===== config.mk =====
export PLATFORM = sky130hd
export DESIGN_NAME = bn_scale_multiplier_flat
export DESIGN_NICKNAME = d
export VERILOG_FILES = /design/src/rtl/bn_scale_multiplier_if.sv /design/src/rtl/bn_scale_multiplier.sv /design/src/flat_wrapper.sv
export SDC_FILE = /design/constraint.sdc
export NUM_CORES = 2
export LEC_CHECK = 0
export CAP_MARGIN = 5
export CORE_ASPECT_RATIO = 0.6
export CORE_UTILIZATION = 55
export CTS_CLUSTER_DIAMETER = 30
export DETAILED_ROUTE_END_ITERATION = 8
export HOLD_SLACK_MARGIN = 0.03
export PLACE_DENSITY = 0.73
export SLEW_MARGIN = 20
export SYNTH_ARGS = -nofsm -noshare
export SYNTH_HDL_FRONTEND = slang
export SYNTH_SLANG_ARGS = --single-unit

===== constraint.sdc =====
create_clock -name clk -period 7 [get_ports clk]
set_clock_uncertainty 0.05 [all_clocks]
set_input_delay 1.05 -clock clk [delete_from_list [all_inputs] [get_ports clk]]
set_output_delay 1.05 -clock clk [all_outputs]
set_load 0.02 [all_outputs]

===== src/rtl/bn_scale_multiplier_if.sv =====
`default_nettype none
// ============================================================================
//  Module      : bn_scale_multiplier_if
//  Description : Handshake / configuration bundle for bn_scale_multiplier.
//                master = producer/consumer side (testbench or upstream),
//                slave  = multiplier side.
//  Signals     : cfg_we/cfg_addr/cfg_data   scale-table write port
//                in_valid/in_ready/in_sof/in_data  activation input stream
//                out_valid/out_ready/out_data/out_channel/overflow/underflow
//                                           product output stream
//  Revision    : 1.0 - initial release
// ============================================================================
interface bn_scale_multiplier_if #(
    parameter int XLEN = 32,
    parameter int CH_W = 3
);
    logic            cfg_we;
    logic [CH_W-1:0] cfg_addr;
    logic [XLEN-1:0] cfg_data;

    logic            in_valid;
    logic            in_ready;
    logic            in_sof;
    logic [XLEN-1:0] in_data;

    logic            out_valid;
    logic            out_ready;
    logic [XLEN-1:0] out_data;
    logic [CH_W-1:0] out_channel;
    logic            overflow;
    logic            underflow;

    modport master (
        output cfg_we, cfg_addr, cfg_data,
        output in_valid, in_sof, in_data,
        input  in_ready,
        output out_ready,
        input  out_valid, out_data, out_channel, overflow, underflow
    );

    modport slave (
        input  cfg_we, cfg_addr, cfg_data,
        input  in_valid, in_sof, in_data,
        output in_ready,
        input  out_ready,
        output out_valid, out_data, out_channel, overflow, underflow
    );
endinterface
`default_nettype wire


===== src/rtl/bn_scale_multiplier.sv =====
`default_nettype none
// ============================================================================
//  Module      : bn_scale_multiplier
//  Description : 3-stage pipelined FP32 multiplier y = x * scale[ch] for the
//                batch-normalization datapath. Keeps a per-channel scale table
//                and forwards the channel index of each result.
//  Ports       : clk   - rising-edge clock
//                rst_n - asynchronous active-low reset
//                bus   - bn_scale_multiplier_if.slave (cfg write port, input
//                        stream with sof, output stream with channel and
//                        overflow/underflow flags)
//  Option      : BN_SCALE_MULT_RNE_EN - when defined, round-to-nearest-even
//                on the discarded product bits; otherwise truncation.
//  Revision    : 1.0 - initial release
// ============================================================================
module bn_scale_multiplier #(
    parameter int XLEN   = 32,
    parameter int NUM_CH = 8,
    parameter int CH_W   = 3
) (
    input  wire logic            clk,
    input  wire logic            rst_n,
    bn_scale_multiplier_if.slave bus
);
    localparam logic [XLEN-1:0] c_ONE     = XLEN'(32'h3F80_0000);
    localparam logic [CH_W-1:0] c_LAST_CH = CH_W'(NUM_CH - 1);

    // ------------------------------------------------------------------
    // Handshake: one global stall freezes every pipeline stage.
    // ------------------------------------------------------------------
    logic out_valid_q;
    logic w_advance;
    logic w_accept;

    assign w_advance    = !(out_valid_q && !bus.out_ready);
    assign w_accept     = bus.in_valid && w_advance;
    assign bus.in_ready = w_advance;

    // ------------------------------------------------------------------
    // Scale table. Writes are independent of the stall; a read in the
    // same cycle as a write returns the old entry.
    // ------------------------------------------------------------------
    logic [XLEN-1:0] scale_q [NUM_CH];
    logic [XLEN-1:0] w_scale;

    always_ff @(posedge clk or negedge rst_n) begin
        if (!rst_n) begin
            for (int i = 0; i < NUM_CH; i++) scale_q[i] <= c_ONE;
        end else if (bus.cfg_we) begin
            // Addresses at or beyond NUM_CH match no entry and are dropped.
            for (int i = 0; i < NUM_CH; i++) begin
                if (bus.cfg_addr == CH_W'(i)) scale_q[i] <= bus.cfg_data;
            end
        end
    end

    // ------------------------------------------------------------------
    // Channel tracking
    // ------------------------------------------------------------------
    logic [CH_W-1:0] ch_cnt_q;
    logic [CH_W-1:0] ch_cnt_d;
    logic [CH_W-1:0] w_ch;

    assign w_ch     = bus.in_sof ? '0 : ch_cnt_q;
    assign ch_cnt_d = (w_ch == c_LAST_CH) ? '0 : w_ch + 1'b1;

    always_comb begin
        w_scale = c_ONE;
        for (int i = 0; i < NUM_CH; i++) begin
            if (w_ch == CH_W'(i)) w_scale = scale_q[i];
        end
    end

    always_ff @(posedge clk or negedge rst_n) begin
        if (!rst_n)        ch_cnt_q <= '0;
        else if (w_accept) ch_cnt_q <= ch_cnt_d;
    end

    // ------------------------------------------------------------------
    // Stage 1: unpack. Exponent sum kept as 10-bit two's complement.
    // ------------------------------------------------------------------
    logic [XLEN-1:0] w_x;
    logic            w_zero;
    logic [9:0]      w_exp_sum;

    assign w_x       = bus.in_data;
    // Denormals have exponent 0 and are therefore treated as zero.
    assign w_zero    = (w_x[30:23] == 8'd0) || (w_scale[30:23] == 8'd0);
    assign w_exp_sum = {2'b00, w_x[30:23]} + {2'b00, w_scale[30:23]} - 10'd127;

    logic            s1_valid_q, s1_sign_q, s1_zero_q;
    logic [9:0]      s1_exp_q;
    logic [23:0]     s1_mx_q, s1_ms_q;
    logic [CH_W-1:0] s1_ch_q;

    always_ff @(posedge clk or negedge rst_n) begin
        if (!rst_n) begin
            s1_valid_q <= 1'b0;
            s1_sign_q  <= 1'b0;
            s1_zero_q  <= 1'b0;
            s1_exp_q   <= '0;
            s1_mx_q    <= '0;
            s1_ms_q    <= '0;
            s1_ch_q    <= '0;
        end else if (w_advance) begin
            s1_valid_q <= w_accept;
            s1_sign_q  <= w_x[31] ^ w_scale[31];
            s1_zero_q  <= w_zero;
            s1_exp_q   <= w_exp_sum;
            s1_mx_q    <= {1'b1, w_x[22:0]};
            s1_ms_q    <= {1'b1, w_scale[22:0]};
            s1_ch_q    <= w_ch;
        end
    end

    // ------------------------------------------------------------------
    // Stage 2: 24x24 mantissa product
    // ------------------------------------------------------------------
    logic            s2_valid_q, s2_sign_q, s2_zero_q;
    logic [9:0]      s2_exp_q;
    logic [47:0]     s2_prod_q;
    logic [CH_W-1:0] s2_ch_q;

    always_ff @(posedge clk or negedge rst_n) begin
        if (!rst_n) begin
            s2_valid_q <= 1'b0;
            s2_sign_q  <= 1'b0;
            s2_zero_q  <= 1'b0;
            s2_exp_q   <= '0;
            s2_prod_q  <= '0;
            s2_ch_q    <= '0;
        end else if (w_advance) begin
            s2_valid_q <= s1_valid_q;
            s2_sign_q  <= s1_sign_q;
            s2_zero_q  <= s1_zero_q;
            s2_exp_q   <= s1_exp_q;
            s2_prod_q  <= {24'd0, s1_mx_q} * {24'd0, s1_ms_q};
            s2_ch_q    <= s1_ch_q;
        end
    end

    // ------------------------------------------------------------------
    // Stage 3: normalize, round/truncate, range-check, pack
    // ------------------------------------------------------------------
    logic [9:0]  w_exp_n, w_exp_f;
    logic [22:0] w_mant, w_mant_f;

    // Product of two [1,2) mantissas lies in [1,4); bit 47 flags the upper half.
    assign w_exp_n = s2_exp_q + {9'd0, s2_prod_q[47]};
    assign w_mant  = s2_prod_q[47] ? s2_prod_q[46:24] : s2_prod_q[45:23];

`ifdef BN_SCALE_MULT_RNE_EN
    logic        w_guard, w_sticky, w_round_up;
    logic [23:0] w_mant_inc;

    assign w_guard    = s2_prod_q[47] ? s2_prod_q[23]  : s2_prod_q[22];
    assign w_sticky   = s2_prod_q[47] ? |s2_prod_q[22:0] : |s2_prod_q[21:0];
    assign w_round_up = w_guard && (w_sticky || w_mant[0]);
    assign w_mant_inc = {1'b0, w_mant} + {23'd0, w_round_up};
    // A carry out of the fraction means 1.111..1 rounded to 10.000..0.
    assign w_mant_f   = w_mant_inc[22:0];
    assign w_exp_f    = w_exp_n + {9'd0, w_mant_inc[23]};
`else
    logic w_unused_lsbs;
    assign w_unused_lsbs = ^s2_prod_q[22:0];
    assign w_mant_f      = w_mant;
    assign w_exp_f       = w_exp_n;
`endif

    logic [XLEN-1:0] out_data_d;
    logic            ovf_d, unf_d;

    always_comb begin
        out_data_d = {s2_sign_q, w_exp_f[7:0], w_mant_f};
        ovf_d      = 1'b0;
        unf_d      = 1'b0;
        if (s2_zero_q) begin
            out_data_d = {s2_sign_q, 31'd0};
        end else if ($signed(w_exp_f) >= 10'sd255) begin
            out_data_d = {s2_sign_q, 8'hFF, 23'd0};
            ovf_d      = 1'b1;
        end else if ($signed(w_exp_f) <= 10'sd0) begin
            out_data_d = {s2_sign_q, 31'd0};
            unf_d      = 1'b1;
        end
    end

    logic [XLEN-1:0] out_data_q;
    logic [CH_W-1:0] out_ch_q;
    logic            ovf_q, unf_q;

    always_ff @(posedge clk or negedge rst_n) begin
        if (!rst_n) begin
            out_valid_q <= 1'b0;
            out_data_q  <= '0;
            out_ch_q    <= '0;
            ovf_q       <= 1'b0;
            unf_q       <= 1'b0;
        end else if (w_advance) begin
            out_valid_q <= s2_valid_q;
            out_data_q  <= out_data_d;
            out_ch_q    <= s2_ch_q;
            ovf_q       <= ovf_d;
            unf_q       <= unf_d;
        end
    end

    assign bus.out_valid   = out_valid_q;
    assign bus.out_data    = out_data_q;
    assign bus.out_channel = out_ch_q;
    assign bus.overflow    = ovf_q;
    assign bus.underflow   = unf_q;
endmodule
`default_nettype wire

===== src/flat_wrapper.sv =====
// flat-port wrapper written by rule: the top's interface ports become plain ports
module bn_scale_multiplier_flat 
#(
    parameter int XLEN   = 32,
    parameter int NUM_CH = 8,
    parameter int CH_W   = 3
)
  (clk, rst_n, bus_cfg_we, bus_cfg_addr, bus_cfg_data, bus_in_valid, bus_in_sof, bus_in_data, bus_in_ready, bus_out_ready, bus_out_valid, bus_out_data, bus_out_channel, bus_overflow, bus_underflow);
  bn_scale_multiplier_if #(.XLEN(XLEN), .CH_W(CH_W)) bus_i ();
  input  wire logic clk;
  input  wire logic rst_n;
  input wire logic [$bits(bus_i.cfg_we)-1:0] bus_cfg_we;
  input wire logic [$bits(bus_i.cfg_addr)-1:0] bus_cfg_addr;
  input wire logic [$bits(bus_i.cfg_data)-1:0] bus_cfg_data;
  input wire logic [$bits(bus_i.in_valid)-1:0] bus_in_valid;
  input wire logic [$bits(bus_i.in_sof)-1:0] bus_in_sof;
  input wire logic [$bits(bus_i.in_data)-1:0] bus_in_data;
  output wire logic [$bits(bus_i.in_ready)-1:0] bus_in_ready;
  input wire logic [$bits(bus_i.out_ready)-1:0] bus_out_ready;
  output wire logic [$bits(bus_i.out_valid)-1:0] bus_out_valid;
  output wire logic [$bits(bus_i.out_data)-1:0] bus_out_data;
  output wire logic [$bits(bus_i.out_channel)-1:0] bus_out_channel;
  output wire logic [$bits(bus_i.overflow)-1:0] bus_overflow;
  output wire logic [$bits(bus_i.underflow)-1:0] bus_underflow;
  assign bus_i.cfg_we = bus_cfg_we;
  assign bus_i.cfg_addr = bus_cfg_addr;
  assign bus_i.cfg_data = bus_cfg_data;
  assign bus_i.in_valid = bus_in_valid;
  assign bus_i.in_sof = bus_in_sof;
  assign bus_i.in_data = bus_in_data;
  assign bus_in_ready = bus_i.in_ready;
  assign bus_i.out_ready = bus_out_ready;
  assign bus_out_valid = bus_i.out_valid;
  assign bus_out_data = bus_i.out_data;
  assign bus_out_channel = bus_i.out_channel;
  assign bus_overflow = bus_i.overflow;
  assign bus_underflow = bus_i.underflow;
  bn_scale_multiplier #(.XLEN(XLEN), .NUM_CH(NUM_CH), .CH_W(CH_W)) u_core (.clk(clk), .rst_n(rst_n), .bus(bus_i));
endmodule

==> metrics <==
status=complete, no violations; DP HPWL=76100 um; RePlAce Congestion=0.973; Total GRT Usage=31.3%; TritonCTS Sinks=401; top post-synthesis cells by area=fa_1 (27%), dfrtp_1 (24%), mux2_2 (8.0%); crit start category=register; # DRC=0; final core utilization=65.1%; initial antenna violation count=1; layout cells sized above 1=20.1%; EDFF count, synth=0; Post-Syn Area=0.0362 mm^2; area of the core=0.0648 mm^2; first-pass GRT wire length=161000 um; Slew @ Worst Pin=1.09 ns; Die W=333 um; worst reg-to-reg path cell count=23; Max Fclk=146 MHz; antenna cells=0; Required @ worst endpoint=7.45 ns; CTS tree=yes; Final #Nets=4540; Core Rows=72; Syn Inst Count=3623; clk_lat worst skew=0.64 ns; synth warn=0; Layout area overhead=16.3%; unrepaired setup endpoints after global routing=true; Mapped Avg Cell Area=10.0 um^2; PortBufs=111; crit share post-route=98.1%; HP Class=input port to asynchronous set/reset pin; Synth Flop Type=dfrtp_1; Die Area=0.0669 mm^2; Worst Path Arrival=7.32 ns; CTS clk-pin slew, worst paths=0.05 ns; Final WS setup=0.132 ns; Reg-to-Reg End=u_core.s2_prod_q[47]; Congestion Overflow GR=0; CTS Root Cell=clkbuf_16; Die Y=201 um; WS Path Type=register to register; largest net degree at the start of global routing=181; detailed-route via count=27000; Initial Util=55.9%; Async SR Flop Fraction=100%; max_slew headroom=27.1%; 1st-pass router iterations=5; CP endpoint kind=register; Period minus WS final=6.87 ns; Syn Nets=4365; Filler cells=5068; sequential area share after synthesis=27.9%; commonest cells after routing, fill and taps aside=nand2_1 (594), inv_1 (539), fa_1 (458); R2R Setup Slk=0.13 ns; worst slack, placed=-0.0620 ns; # Max-Cap Violations=0; post-synth top area share=26.6%; Synth Register Bits=401; CTS Buf Count=68; Routed Antenna Nets=0; hold_buf cts=0; # IOs=112; vias in the first global route=27500; Starting DRT DRC Count=2563; final hold vios=0; max-slew violation count=0; vias per cell=5.74; Setup violations, final=0; post-synth top area cell=fa_1; Distinct cells, synth=73; DR WL/cell=21.9 um; reg-to-reg startpoint=u_core.s1_ms_q[1]; Clock Path Buffers=3; H-tree levels=3; commonest non-fill, non-tap cell in the layout=nand2_1; crit-path max FO=7; Post-Route WL=103000 um
==> how the worst max path moves through the flow <==
| stage | from | endpoint | slack [ns] | depth (start not counted) |
|---|---|---|---|---|
| after global placement | u_core.s1_ms_q[3] | u_core.s2_prod_q[41] | -0.03 | 24 |
| after floorplan | u_core.s1_ms_q[3] | u_core.s2_prod_q[43] | 0.39 | 24 |
| after global routing | u_core.s1_ms_q[1] | u_core.s2_prod_q[24] | -0.08 | 24 |
| after detailed placement | u_core.s1_mx_q[20] | u_core.s2_prod_q[46] | -0.06 | 24 |
| after CTS | u_core.s1_mx_q[14] | u_core.s2_prod_q[39] | 0.002 | 22 |
| final | u_core.s1_ms_q[1] | u_core.s2_prod_q[47] | 0.13 | 23 |
==> flip-flops by register name, summed over array words and instances (netlist names), 3 cells and up <==
| signal | count |
|---|---|
| u_core.scale_q | 256 |
| u_core.s1_ms_q | 24 |
| u_core.s2_ch_q | 3 |
| u_core.s1_ch_q | 3 |
| u_core.bus.out_channel | 3 |
| u_core.s1_exp_q | 10 |
| u_core.ch_cnt_q | 3 |
| u_core.s1_mx_q | 23 |
| u_core.s2_prod_q | 25 |
| u_core.s2_exp_q | 10 |
| u_core.bus.out_data | 32 |
==> kinds of logic (layout without fill, tap and decap cells) <==
| group | after synthesis | in the layout | synth area share (%) |
|---|---|---|---|
| AOI/OAI and AO/OA | 405 | 405 | 7.48 |
| xor gates and xnor gates | 45 | 45 | 1.09 |
| adders and majority gates | 669 | 669 | 33.1 |
| buffers and inverters | 769 | 999 | 8.25 |
| DFF | 401 | 401 | 27.9 |
| muxes | 280 | 280 | 8.62 |
| and+or+nand+nor | 1054 | 1054 | 13.6 |
==> cells in the mapped netlist (all sizes together), types with 5 or more instances <==
cell type,count
clkbuf,192
nor3,22
a31oi,35
nand4,11
nor2b,7
buf,16
and3,11
nor2,75
a21o,22
nand2,598
o21ai,109
xor2,20
nand3,17
mux2i,24
o21a,5
ha,187
dfstp,56
o311ai,24
fa,482
dfrtp,345
and2,283
inv,560
xnor2,25
a21oi,61
a2111oi,9
a221o,9
o211ai,31
a22oi,7
a221oi,28
o22ai,36
a211oi,5
nand2b,12
mux2,256
==> layout make-up <==
type                    count  area [um^2]  share of cell area (%)
clock buffers              81         1860                    4.42
multi-input cells        2453        23500                    55.7
well taps                 851         1060                    2.53
flip-flops and latches    401        10100                    24.1
inverters                 560         2100                    4.99
clock inverters            44          529                    1.26
repair buffers            314         2960                    7.02
==> layer usage <==
layer  vias up  GRT usage [%]  share of wire, %
li1      11900              -                 -
met1     13600           49.0                46
met2      1404           39.4                38
met3       132           13.8                14
met4         2           5.76               1.5
met5         -              0             0.013
==> stage by stage <==
step	hold WS (ns)	instance area, um^2	std cells	TNS [ns]
finish	0.405	42100	4704	0
global route	0.449	42100	4704	-0.289
CTS	0.409	41300	4655	0
detailed placement	0.406	38900	4530	-0.131
global placement	0.398	38900	4530	-0.0258
floorplan	0.380	36200	3623	0
==> timing repair <==
item	in CTS	in global routing
endpoints found under the setup margin	10	20
buffers inserted	0	48
pin swaps	0	72
gates cloned	0	1
gates resized for setup	10	127
==> critical path, cell delays in order (launching register included) <==
cell       delay [ns]
dfrtp_2          0.48
buf_4            0.20
and2_1           0.18
fa_1             0.48
fa_1             0.54
inv_1            0.06
fa_2             0.41
fa_1             0.55
inv_1            0.06
fa_1             0.50
fa_1             0.57
inv_1            0.07
fa_1             0.47
inv_1            0.06
ha_4             0.28
and3_4           0.19
nand2_2          0.06
or3_4            0.41
a2111oi_4        0.25
o21ai_2          0.15
a211oi_2         0.32
o21ai_1          0.13
mux2i_1          0.19
nor2_1           0.06
Power is left out: the tool's default activity adds up to more than one toggle a clock period on the data nets, which glitch-free logic cannot reach.
